==> config.mk <==
export PLATFORM = sky130hd
export DESIGN_NAME = id_ex_shift_reg
export DESIGN_NICKNAME = d
export VERILOG_FILES = /design/src/rtl/id_ex_shift_reg.sv
export SDC_FILE = /design/constraint.sdc
export NUM_CORES = 1
export LEC_CHECK = 0
export CORE_ASPECT_RATIO = 0.6
export CORE_UTILIZATION = 43
export CTS_CLUSTER_DIAMETER = 30
export DETAILED_ROUTE_END_ITERATION = 6
export PLACE_DENSITY = 0.83
export SLEW_MARGIN = 40
export SYNTH_ARGS = -nofsm -noshare
export SYNTH_HDL_FRONTEND = slang
export SYNTH_SLANG_ARGS = --single-unit
==> constraint.sdc <==
create_clock -name clk -period 4.85 [get_ports clk]
set_input_delay 0.485 -clock clk [delete_from_list [all_inputs] [get_ports clk]]
set_output_delay 0.485 -clock clk [all_outputs]
set_load 0.02 [all_outputs]
==> src/rtl/id_ex_shift_reg.sv <==
// ID/EX pipeline register for the shift unit: a two-entry (main + skid) FIFO
// that captures forwarded operands at accept time and presents the head entry.
module id_ex_shift_reg (
    input  logic        clk,
    input  logic        rst,
    input  logic        in_valid,
    output logic        in_ready,
    input  logic [31:0] rs1_data,
    input  logic [31:0] rs2_data,
    input  logic [4:0]  shamt_in,
    input  logic        alusrc_in,
    input  logic [1:0]  type_in,
    input  logic [4:0]  rd_in,
    input  logic        regwrite_in,
    input  logic [1:0]  fwd_a_sel,
    input  logic [1:0]  fwd_b_sel,
    input  logic [31:0] exmem_result,
    input  logic [31:0] memwb_result,
    input  logic        flush,
    output logic        out_valid,
    input  logic        out_ready,
    output logic [31:0] a_out,
    output logic [31:0] b_out,
    output logic [4:0]  shamt_out,
    output logic        alusrc_out,
    output logic [1:0]  type_out,
    output logic [4:0]  rd_out,
    output logic        regwrite_out
);

    // Bit 0 = head valid, bit 1 = skid valid, so both handshake outputs are plain flop bits.
    localparam logic [1:0] ST_EMPTY = 2'b00;
    localparam logic [1:0] ST_ONE   = 2'b01;
    localparam logic [1:0] ST_TWO   = 2'b11;

    // Entry layout: {a[77:46], b[45:14], shamt[13:9], alusrc[8], type[7:6], rd[5:1], regwrite[0]}
    localparam int ENTRY_W = 78;

    logic [1:0]         state_r, state_s;
    logic [ENTRY_W-1:0] head_r, head_s;
    logic [ENTRY_W-1:0] skid_r, skid_s;
    logic [ENTRY_W-1:0] in_entry_s;
    logic [31:0]        a_sel_s, b_sel_s;
    logic [1:0]         type_s;
    logic               regwrite_s;
    logic               accept_s, drain_s;

    function automatic logic [31:0] fwd_mux(input logic [1:0]  sel,
                                            input logic [31:0] rf,
                                            input logic [31:0] ex,
                                            input logic [31:0] wb);
        logic [31:0] res;
        case (sel)
            2'b01:   res = ex;
            2'b10:   res = wb;
            default: res = rf;
        endcase
        return res;
    endfunction

    assign in_ready  = ~state_r[1];
    assign out_valid = state_r[0];
    assign accept_s  = in_valid & ~state_r[1];
    assign drain_s   = state_r[0] & out_ready;

    // Build the incoming entry: forward operands now and turn illegal types into bubbles.
    always_comb begin
        a_sel_s    = fwd_mux(fwd_a_sel, rs1_data, exmem_result, memwb_result);
        b_sel_s    = fwd_mux(fwd_b_sel, rs2_data, exmem_result, memwb_result);
        type_s     = type_in;
        regwrite_s = regwrite_in;
        if (type_in == 2'b11) begin
            type_s     = 2'b00;
            regwrite_s = 1'b0;
        end else begin
            type_s     = type_in;
            regwrite_s = regwrite_in;
        end
        in_entry_s = {a_sel_s, b_sel_s, shamt_in, alusrc_in, type_s, rd_in, regwrite_s};
    end

    // Occupancy and entry movement; vacated slots are zeroed so idle outputs read 0.
    always_comb begin
        state_s = state_r;
        head_s  = head_r;
        skid_s  = skid_r;
        if (flush) begin
            state_s = ST_EMPTY;
            head_s  = {ENTRY_W{1'b0}};
            skid_s  = {ENTRY_W{1'b0}};
        end else begin
            case (state_r)
                ST_EMPTY: begin
                    if (accept_s) begin
                        head_s  = in_entry_s;
                        state_s = ST_ONE;
                    end else begin
                        state_s = ST_EMPTY;
                    end
                end
                ST_ONE: begin
                    if (accept_s && drain_s) begin
                        head_s  = in_entry_s;
                        state_s = ST_ONE;
                    end else if (accept_s) begin
                        skid_s  = in_entry_s;
                        state_s = ST_TWO;
                    end else if (drain_s) begin
                        head_s  = {ENTRY_W{1'b0}};
                        state_s = ST_EMPTY;
                    end else begin
                        state_s = ST_ONE;
                    end
                end
                ST_TWO: begin
                    if (drain_s) begin
                        head_s  = skid_r;
                        skid_s  = {ENTRY_W{1'b0}};
                        state_s = ST_ONE;
                    end else begin
                        state_s = ST_TWO;
                    end
                end
                default: begin
                    state_s = ST_EMPTY;
                    head_s  = {ENTRY_W{1'b0}};
                    skid_s  = {ENTRY_W{1'b0}};
                end
            endcase
        end
    end

    // State and storage registers with asynchronous clear.
    always_ff @(posedge clk or negedge rst) begin
        if (!rst) begin
            state_r <= ST_EMPTY;
            head_r  <= {ENTRY_W{1'b0}};
            skid_r  <= {ENTRY_W{1'b0}};
        end else begin
            state_r <= state_s;
            head_r  <= head_s;
            skid_r  <= skid_s;
        end
    end

    assign a_out        = head_r[77:46];
    assign b_out        = head_r[45:14];
    assign shamt_out    = head_r[13:9];
    assign alusrc_out   = head_r[8];
    assign type_out     = head_r[7:6];
    assign rd_out       = head_r[5:1];
    assign regwrite_out = head_r[0];

endmodule

==> flow_metrics.py, run 1 <==
metrics = {
    "power": {
        "p_sw_w": 0.000966,
        "pwr-share-seq": 0.427,
        "power.static_leakage_nw": 4.77,
        "vdd_drop_max_v": 0.000225,
        "combPwrFrac": 0.197,
        "swShare": 0.290,
        "clkPwrFrac": 0.376,
        "internal-power_w": 0.00237,
        "p_per_area_nw_per_um2": 315,
    },
    "route": {
        "num_vias": 6716,
        "drcViolationCount": 0,
        "antenna_left": 0,
        "drt_iter0_drc": 569,
        "dr.pass1.iters": 5,
        "avgRoutedWirePerCell_um": 21.1,
        "vias_per_cell": 6.00,
        "wl_um": 23600,
    },
    "cells_and_area": {
        "n_antenna_cell": 0,
        "final_cells": 1119,
        "final_cell_mix": "clkdlybuf4s50_1, dfrtp_1, and2_1, a221o_1, a22o_1",
        "num-nets-final": 1027,
        "mostFrequentLayoutCell": "clkdlybuf4s50_1",
        "syn_to_final_growth_pct": 40.1,
        "layout-drive-gt1-share": 0.0621,
        "fill_cells": 1398,
    },
    "floorplan": {
        "pin_count": 231,
        "die_h_um": 105,
        "initial_core_util": 0.440,
        "dieArea_um2": 18100,
        "core_um2": 17100,
        "row_count": 37,
        "dieWidth_um": 173,
    },
    "clock_tree": {
        "clkSinkCount": 158,
        "cts_resized": 0,
        "cts.clk_slew.worst_paths_ns": 0.07,
        "ctsLongestPathBuffers": 2,
        "cts_root_buf": "clkbuf_16",
        "cts_tree": "built",
        "cts_hold_buf": 0,
        "clk_latency_ns": 0.41,
        "cts_made_buffers": 17,
        "cts_max_level": 4,
        "postCtsSetupBuffers": 0,
    },
    "global_routing": {
        "grt_pass1_vias": 6731,
        "grt_util_all_layers": 0.270,
        "grt_antenna_before_repair": 0,
        "grt_overflow": 0,
        "grt_pass1_wl_um": 38000,
        "grt_max_degree": 79,
    },
    "yosys": {
        "syn-num-nets": 832,
        "synth_area_um2": 7540,
        "ys_seq_area_frac": 0.524,
        "synth.distinct_cells": 25,
        "synthesis.instances": 677,
        "yosys_warnings": 0,
        "syn-mean-instance-area_um2": 11.1,
        "synth_seq_cells": 158,
    },
    "place": {
        "dp_cells": 1087,
        "hpwlAfterDp_um": 15400,
        "gp_congestion": 0.832,
        "port_buffers": 230,
    },
    "timing": {
        "layout_worst_path_cycle_share": 0.529,
        "finClkSkew_ns": 0.0155,
        "finalCriticalPeriod_ns": 2.57,
        "slew_headroom": 0.456,
        "slew_viol_final": 0,
        "grt_setup_unrepaired": "no",
        "setup_violations": 0,
        "finalSetupTns_ns": 0,
        "worst_pin_slew_ns": 0.816,
        "fin_hold_ws_ns": 0.0526,
        "hold_viol_final": 0,
        "fmax_mhz": 390,
    },
    "critical_path": {
        "path_cells": "clkdlybuf4s50_1, and4b_2, buf_4, and2_1, a221o_1",
        "slowest_delay_ns": 0.95,
        "critical_path_class": "input port to flip-flop",
        "path_buf_inv": 2,
        "worstPathMaxFanout": 44,
        "start_kind": "input port",
        "path_delay_family": "simple AND/OR/NAND/NOR gates",
        "cp_slowest_cell": "and4b_2",
        "crit_path_end_kind": "flip-flop",
        "cp.required_ns": 5.19,
        "arrival_ns": 2.91,
    },
    "status": {
        "status": "completed",
    },
    "min_path": {
        "hold_class": "input port to async pin",
    },
    "run": {
        "drv_cap": 0,
    },
}
power by group through the flow:
stage / Sequential, W / Clock, W / Combinational, W
after CTS: 0.00142 / 0.00127 / 0.000655
final: 0.00142 / 0.00125 / 0.000657
after global routing: 0.00143 / 0.00133 / 0.000706
after global placement: 0.00145 / 0 / 0.000638
after detailed placement: 0.00145 / 0 / 0.000654
after floorplan: 0.00149 / 0 / 0.000246
layer usage:
metal  global-route usage  vias up  share of wire
li1                     -     2985              -
met1                0.407     3344           0.47
met2                0.391      374           0.44
met3               0.0648       13          0.081
met4               0.0569        0         0.0077
met5                    0        -              0
worst paths after layout:
path                                        start                     end  slack [ns]  depth (start not counted)
max in group asynchronous                     rst  head_r[50]$_DFFE_PN0P_        3.63                          2
setup reg to reg             state_r[1]$_DFF_PN0_  head_r[76]$_DFFE_PN0P_        2.63                          4
hold reg to reg            skid_r[25]$_DFFE_PN0P_  skid_r[25]$_DFFE_PN0P_        0.49                          1
min in group clk           skid_r[25]$_DFFE_PN0P_  skid_r[25]$_DFFE_PN0P_        0.49                          1
hold / removal                                rst  skid_r[51]$_DFFE_PN0P_        0.05                          1
setup / recovery                            flush  head_r[76]$_DFFE_PN0P_        2.28                          5
Yosys cell counts:
| master | instances | share of area |
|---|---|---|
| nor2_1 | 1 | 0.00050 |
| and2_1 | 78 | 0.065 |
| buf_4 | 6 | 0.0060 |
| a21boi_0 | 1 | 0.0010 |
| nand2b_4 | 2 | 0.0036 |
| a221oi_1 | 64 | 0.074 |
| buf_2 | 13 | 0.0086 |
| a211oi_2 | 1 | 0.0017 |
| and4b_1 | 1 | 0.0013 |
| a21oi_1 | 65 | 0.043 |
| o21ai_0 | 1 | 0.00066 |
| nor2b_1 | 2 | 0.0017 |
| or3_4 | 1 | 0.0015 |
| a21oi_4 | 1 | 0.0022 |
| buf_1 | 3 | 0.0015 |
| a221o_1 | 78 | 0.10 |
| clkbuf_1 | 45 | 0.022 |
| dfrtp_1 | 158 | 0.52 |
| nor3_1 | 1 | 0.00066 |
| nor3b_2 | 1 | 0.0017 |
| nor3_2 | 1 | 0.0013 |
| a22o_1 | 78 | 0.091 |
| ha_1 | 4 | 0.0066 |
| inv_1 | 70 | 0.035 |
| nor4bb_2 | 1 | 0.0022 |
logic make-up after synthesis:
| family | count (synthesis) | synth area share |
|---|---|---|
| AO/OA/AOI/OAI | 289 | 0.317 |
| adder cells (fa/ha/maj) | 4 | 0.00663 |
| buffers and inverters | 137 | 0.0733 |
| flip-flops | 158 | 0.524 |
| AND/OR/NAND/NOR | 89 | 0.0791 |
registers in the layout, indices dropped and copies added, names as in the netlist:
name / count
skid_r: 78
head_r: 78
state_r: 2
final cells by class:
type,count,area [um2],area share
Clock buffer,20,447,0.0423
Tap cell,234,293,0.0277
Clock inverter,12,104,0.00982
Timing Repair Buffer,243,2440,0.231
Multi-Input combinational cell,382,3070,0.291
Inverter,70,263,0.0249
Sequential cell,158,3950,0.374
per-stage QoR:
step | worst slack, ns | total power [W] | utilization | area, um2
floorplan | 2.97 | 0.00174 | - | 7540
global placement | 1.94 | 0.00208 | 0.583 | 9980
detailed placement | 1.91 | 0.00210 | 0.585 | 10000
CTS | 2.29 | 0.00335 | 0.617 | 10600
global route | 2.21 | 0.00347 | 0.617 | 10600
finish | 2.28 | 0.00334 | 0.617 | 10600
(Power assumes the default switching activity.)
==> run 2: changes to the inputs <==
- PLACE_DENSITY: 0.83 -> 0.86
- clock period: 4.85 -> 2.2 ns (I/O delays scaled with it)
==> flow_metrics.py, run 2 (synthesis results as in run 1) <==
metrics = {
    "status": {
        "status": "completed",
    },
    "floorplan": {
        "dieArea_um2": 18100,
        "pin_count": 231,
        "initial_core_util": 0.440,
        "die_h_um": 105,
        "dieWidth_um": 173,
        "core_um2": 17100,
        "row_count": 37,
    },
    "timing": {
        "layout_worst_path_cycle_share": 0.883,
        "fmax_mhz": 515,
        "finalCriticalPeriod_ns": 1.94,
        "hold_viol_final": 0,
        "grt_setup_unrepaired": "no",
        "setup_violations": 0,
        "slew_viol_final": 0,
        "worst_pin_slew_ns": 0.806,
        "fin_hold_ws_ns": 0.313,
        "fin_ws_ns": 0.258,
        "finClkSkew_ns": 0.0131,
        "slew_headroom": 0.461,
    },
    "critical_path": {
        "crit_path_end_kind": "flip-flop",
        "slowest_delay_ns": 0.49,
        "cp_slowest_cell": "clkdlybuf4s50_1",
        "worstPathMaxFanout": 20,
        "path_buf_inv": 3,
        "path_delay_family": "compound AO/OA/AOI/OAI gates",
        "cp.required_ns": 2.50,
        "arrival_ns": 2.24,
        "start_kind": "input port",
        "critical_path_class": "input port to flip-flop",
        "path_cells": "clkdlybuf4s50_1, inv_1, ha_1, buf_12, a221oi_1, a21oi_1, a221o_1",
    },
    "run": {
        "drv_cap": 0,
    },
    "route": {
        "num_vias": 6953,
        "drcViolationCount": 0,
        "wl_um": 24800,
        "dr.pass1.iters": 5,
        "antenna_left": 0,
        "vias_per_cell": 6.09,
        "avgRoutedWirePerCell_um": 21.7,
        "drt_iter0_drc": 707,
    },
    "power": {
        "swShare": 0.284,
        "combPwrFrac": 0.205,
        "internal-power_w": 0.00542,
        "p_sw_w": 0.00215,
        "clkPwrFrac": 0.380,
        "power.static_leakage_nw": 4.95,
        "vdd_drop_max_v": 0.000456,
        "pwr-share-seq": 0.415,
        "p_per_area_nw_per_um2": 692,
    },
    "clock_tree": {
        "clkSinkCount": 158,
        "cts_made_buffers": 17,
        "cts_max_level": 4,
        "cts_tree": "built",
        "clk_latency_ns": 0.41,
        "ctsLongestPathBuffers": 2,
        "cts_root_buf": "clkbuf_16",
        "cts.clk_slew.worst_paths_ns": 0.07,
        "cts_resized": 0,
        "postCtsSetupBuffers": 0,
    },
    "place": {
        "dp_cells": 1109,
        "port_buffers": 230,
        "place_area_um2": 10400,
        "hpwlAfterDp_um": 16700,
        "post-place-ws_ns": -0.0802,
        "gp_congestion": 0.927,
    },
    "global_routing": {
        "use_met3": 0.0619,
        "grt_use_met1": 0.416,
        "grt_max_degree": 79,
        "met2_usage": 0.404,
        "grt_antenna_before_repair": 0,
        "top_usage_layer": "met1",
        "grt_pass1_wl_um": 38900,
        "grt_overflow": 0,
        "grt_pass1_vias": 6768,
        "grt_util_all_layers": 0.277,
    },
    "cells_and_area": {
        "final_cells": 1142,
        "n_antenna_cell": 0,
        "final_area_um2": 10900,
        "layout-drive-gt1-share": 0.0848,
        "syn_to_final_growth_pct": 44.9,
        "reg_top3": "head_r: 78 flops, skid_r: 78 flops, state_r: 2 flops",
        "fin_util": 0.638,
        "final_cell_mix": "clkdlybuf4s50_1, dfrtp_1, and2_1, a221o_1, a22o_1",
        "num-nets-final": 1050,
        "mostFrequentLayoutCell": "clkdlybuf4s50_1",
    },
    "min_path": {
        "hold_class": "input port to async pin",
    },
}
## run 2: cell count changes in the layout (fill, tap and decap cells not counted), sizes merged
cell / previous run / this run
inv: 74 / 75
dlygate4sd3: 0 / 1
clkinv: 3 / 2
clkinvlp: 5 / 4
bufinv: 0 / 1
buf: 14 / 36
## run 2: timing repair
item	4_1_cts	5_1_grt
endpoints found under the hold margin	46	0
setup endpoints to repair	0	0
hold buffers	1	0
## run 2: layout make-up
type | instances | area (um2)
fill | 1307 | 6190
sequential | 158 | 3950
multi-input combinational | 382 | 3060
timing repair buffer | 266 | 2790
clock buffer | 20 | 447
tap | 234 | 293
inverter | 70 | 263
clock inverter | 12 | 126
## run 2: through the flow
stage | total power, W | setup TNS (ns)
3_5_place_dp | 0.00473 | -0.297
6_report | 0.00757 | 0
5_1_grt | 0.00786 | 0
4_1_cts | 0.00761 | 0
2_1_floorplan | 0.00384 | 0
3_3_place_gp | 0.00470 | -0.148
## run 2: power by group through the flow
stage	sequential [W]	clock (W)	combinational, W
after floorplan	0.00329	0	0.000543
after global placement	0.00319	0	0.00151
after detailed placement	0.00319	0	0.00154
after CTS	0.00314	0.00293	0.00155
after global routing	0.00316	0.00305	0.00166
final	0.00314	0.00287	0.00155
## run 2: per-layer routing
metal  part of all wire  wire, um  vias up
li1                   -         -     3024
met1               0.46     11300     3464
met2               0.44     11000      432
met3              0.087      2150       33
met4              0.014       339        0
met5                  0         0        -
## run 2: worst paths after layout
path                                              from                      to  slack (ns)  depth (start not counted)
worst min register to register  skid_r[14]$_DFFE_PN0P_  skid_r[14]$_DFFE_PN0P_        0.50                          1
worst max-delay path                      fwd_b_sel[1]  head_r[24]$_DFFE_PN0P_        0.26                          7
max in group asynchronous                          rst  head_r[59]$_DFFE_PN0P_        1.13                          3
worst max register to register    state_r[0]$_DFF_PN0_  skid_r[67]$_DFFE_PN0P_        0.27                          4
min in group clk                              rd_in[3]   skid_r[4]$_DFFE_PN0P_        0.44                          2
worst min-delay path                               rst  skid_r[49]$_DFFE_PN0P_        0.31                          2
==> RTL edit: new RTL, config.mk and constraints of run 2 <==
Make the reset (`rst`) synchronous in one clocked block. Comments in the files are not updated.
--- a/src/rtl/id_ex_shift_reg.sv
+++ b/src/rtl/id_ex_shift_reg.sv
@@ -132,5 +132,5 @@
 
     // State and storage registers with asynchronous clear.
-    always_ff @(posedge clk or negedge rst) begin
+    always_ff @(posedge clk) begin
         if (!rst) begin
             state_r <= ST_EMPTY;
Check against the original RTL: not equivalent (a bounded check fails within 4 cycles, from zero or initial values and one cycle with rst low; the reset may be asserted at any time).
==> RTL edit against run 2 <==
- global-route usage is 1.4 points higher
- synthesized area is 6.2% lower
- non-clock buffer count is 8 lower
- wire length is 1.7% higher
- sequential cell count stayed put
- final cell count is 1.4% higher
- total power is 3.3% lower
- cell area is 6.3% lower
- count of clock-buffer cells in the layout is 1 lower
- sequential share of layout area is 5.3 points lower
- clock skew is 0.0031 ns lower
- clock power is 9.4% higher
- setup slack worse by 0.14 ns
==> RTL edit: results (changes against run 2) <==
outcome:
  run_status: "completed"
yosys:
  synth_adder_area_share_pct: 0.707  # +0.043 points
  synth_xor_xnor_area_share_pct: 0  # unchanged
  synthFlopType: "dfxtp_1"
  synth_compound_area_share_pct: 37.3  # +5.6 points
  ys_types: 35  # +40%
  avgSynthCellArea_um2: 9.40  # -16%
  ys_seq_area_share_pct: 44.7  # -7.7 points
  synth_fp_nets: 908  # +9.1%
  ys_top_cells_by_area: "dfxtp_1, a221o_1, o221ai_1"
  async_reset_ff_share_pct: 0  # -100 points
  synth_common_cells: "dfxtp_1, o21ai_0, inv_1"
finish:
  final_cell_count_no_fill: 1158  # +1.4%
  nets: 1098  # +4.6%
  fillerInstances: 1252  # -4.2%
  drive_gt1_share_pct: 8.06  # -0.42 points
critical_path:
  crit_fanout: 17  # -15%
  crit_arrival_ns: 1.86  # -0.38 ns
routing:
  drt_iter0_markers: 923  # +31%
  drtPass1Iterations: 6  # +1
  post_drt_wl_per_cell_um: 21.7  # +0.33%
  via_count: 7372  # +6.0%
place:
  post-dp-hpwl_um: 16900  # +0.63%
  gp_congestion: 0.944  # +1.9%
grt:
  grt_pass1_wl_um: 38700  # -0.48%
  grt_pass1_vias: 7051  # +4.2%
  grt_max_degree: 65  # -18%
  grtUsageTotal_pct: 29.1  # +1.4 points
power:
  ir_drop_v: 0.000467  # +2.3%
  power.leakage_uw: 0.00343  # -31%
clocking:
  clock_latency_ns: 0.41  # about the same
sta:
  fin_skew_ns: 0.00997  # -0.00313 ns
min_path:
  hold_path_class: "in -> reg"
## RTL edit: cell count changes in the layout (fill, tap and decap cells not counted), sizes merged, moves of 64 or more
cell,run 2,this run
and2,78,0
o21ai,1,76
a221oi,64,0
o221ai,0,64
dfxtp,0,158
a22o,78,3
nand3,0,69
dfrtp,158,0
o2bb2ai,0,64
## RTL edit: report_power, final
group          switching (uW)  internal [uW]  total (uW)
Sequential               42.7           2930        2970
Combinational             626            581        1210
Clock                    1200           1940        3140
Total                    1870           5440        7320
## RTL edit: path summary, 6_finish.rpt
path                                               from  slack, ns                 endpoint
worst max register to register    state_r[0]$_SDFF_PP0_       0.28  skid_r[15]$_SDFFE_PP0P_
worst max-delay path              state_r[1]$_SDFF_PP0_       0.12                 in_ready
worst min register to register  skid_r[43]$_SDFFE_PP0P_       0.46  skid_r[43]$_SDFFE_PP0P_
worst min-delay path                          out_ready       0.39   head_r[6]$_SDFFE_PP0P_
## RTL edit: through the flow
step                setup slack (ns)  total power [uW]  hold slack (ns)  utilization, %  area (um2)
CTS                            0.139              7320            0.365            65.2       10200
finish                         0.116              7320            0.387            65.2       10200
global placement               0.113              4190            0.443            61.2        9620
floorplan                      0.561              3570            0.391               -        7080
global route                  0.0299              7540            0.408            65.2       10200
detailed placement            0.0521              4210            0.446            61.2        9620
## RTL edit: per-layer routing
metal  part of all wire (%)  up-vias  track usage, %
met1                     45     3506            40.8
met3                     10       59            6.88
met4                    2.6        2            10.2
met5                  0.048        -               0
met2                     42      481            43.8
li1                       -     3324               -
## RTL edit: area by class of cell
cell class                      instances  area, um2  area share [%]
Clock buffer                           19        443            4.32
Sequential cell                       158       3160            30.9
Clock inverter                         12        183            1.78
Inverter                               73        274            2.67
Tap cell                              203        254            2.48
Timing Repair Buffer                  258       2660            25.9
Multi-Input combinational cell        435       3270            31.9
## RTL edit: critical path, stage by stage (launching register included)
cell,delay (ns)
dfxtp_1,0.76
inv_1,0.12
clkdlybuf4s50_1,0.57
## RTL edit: logic make-up (layout without fill, tap and decap cells)
logic type	count (synthesis)	count (layout)
compound gates	330	330
buf+inv	160	362
flops	158	158
simple gates	101	101
fa+ha+maj	4	4
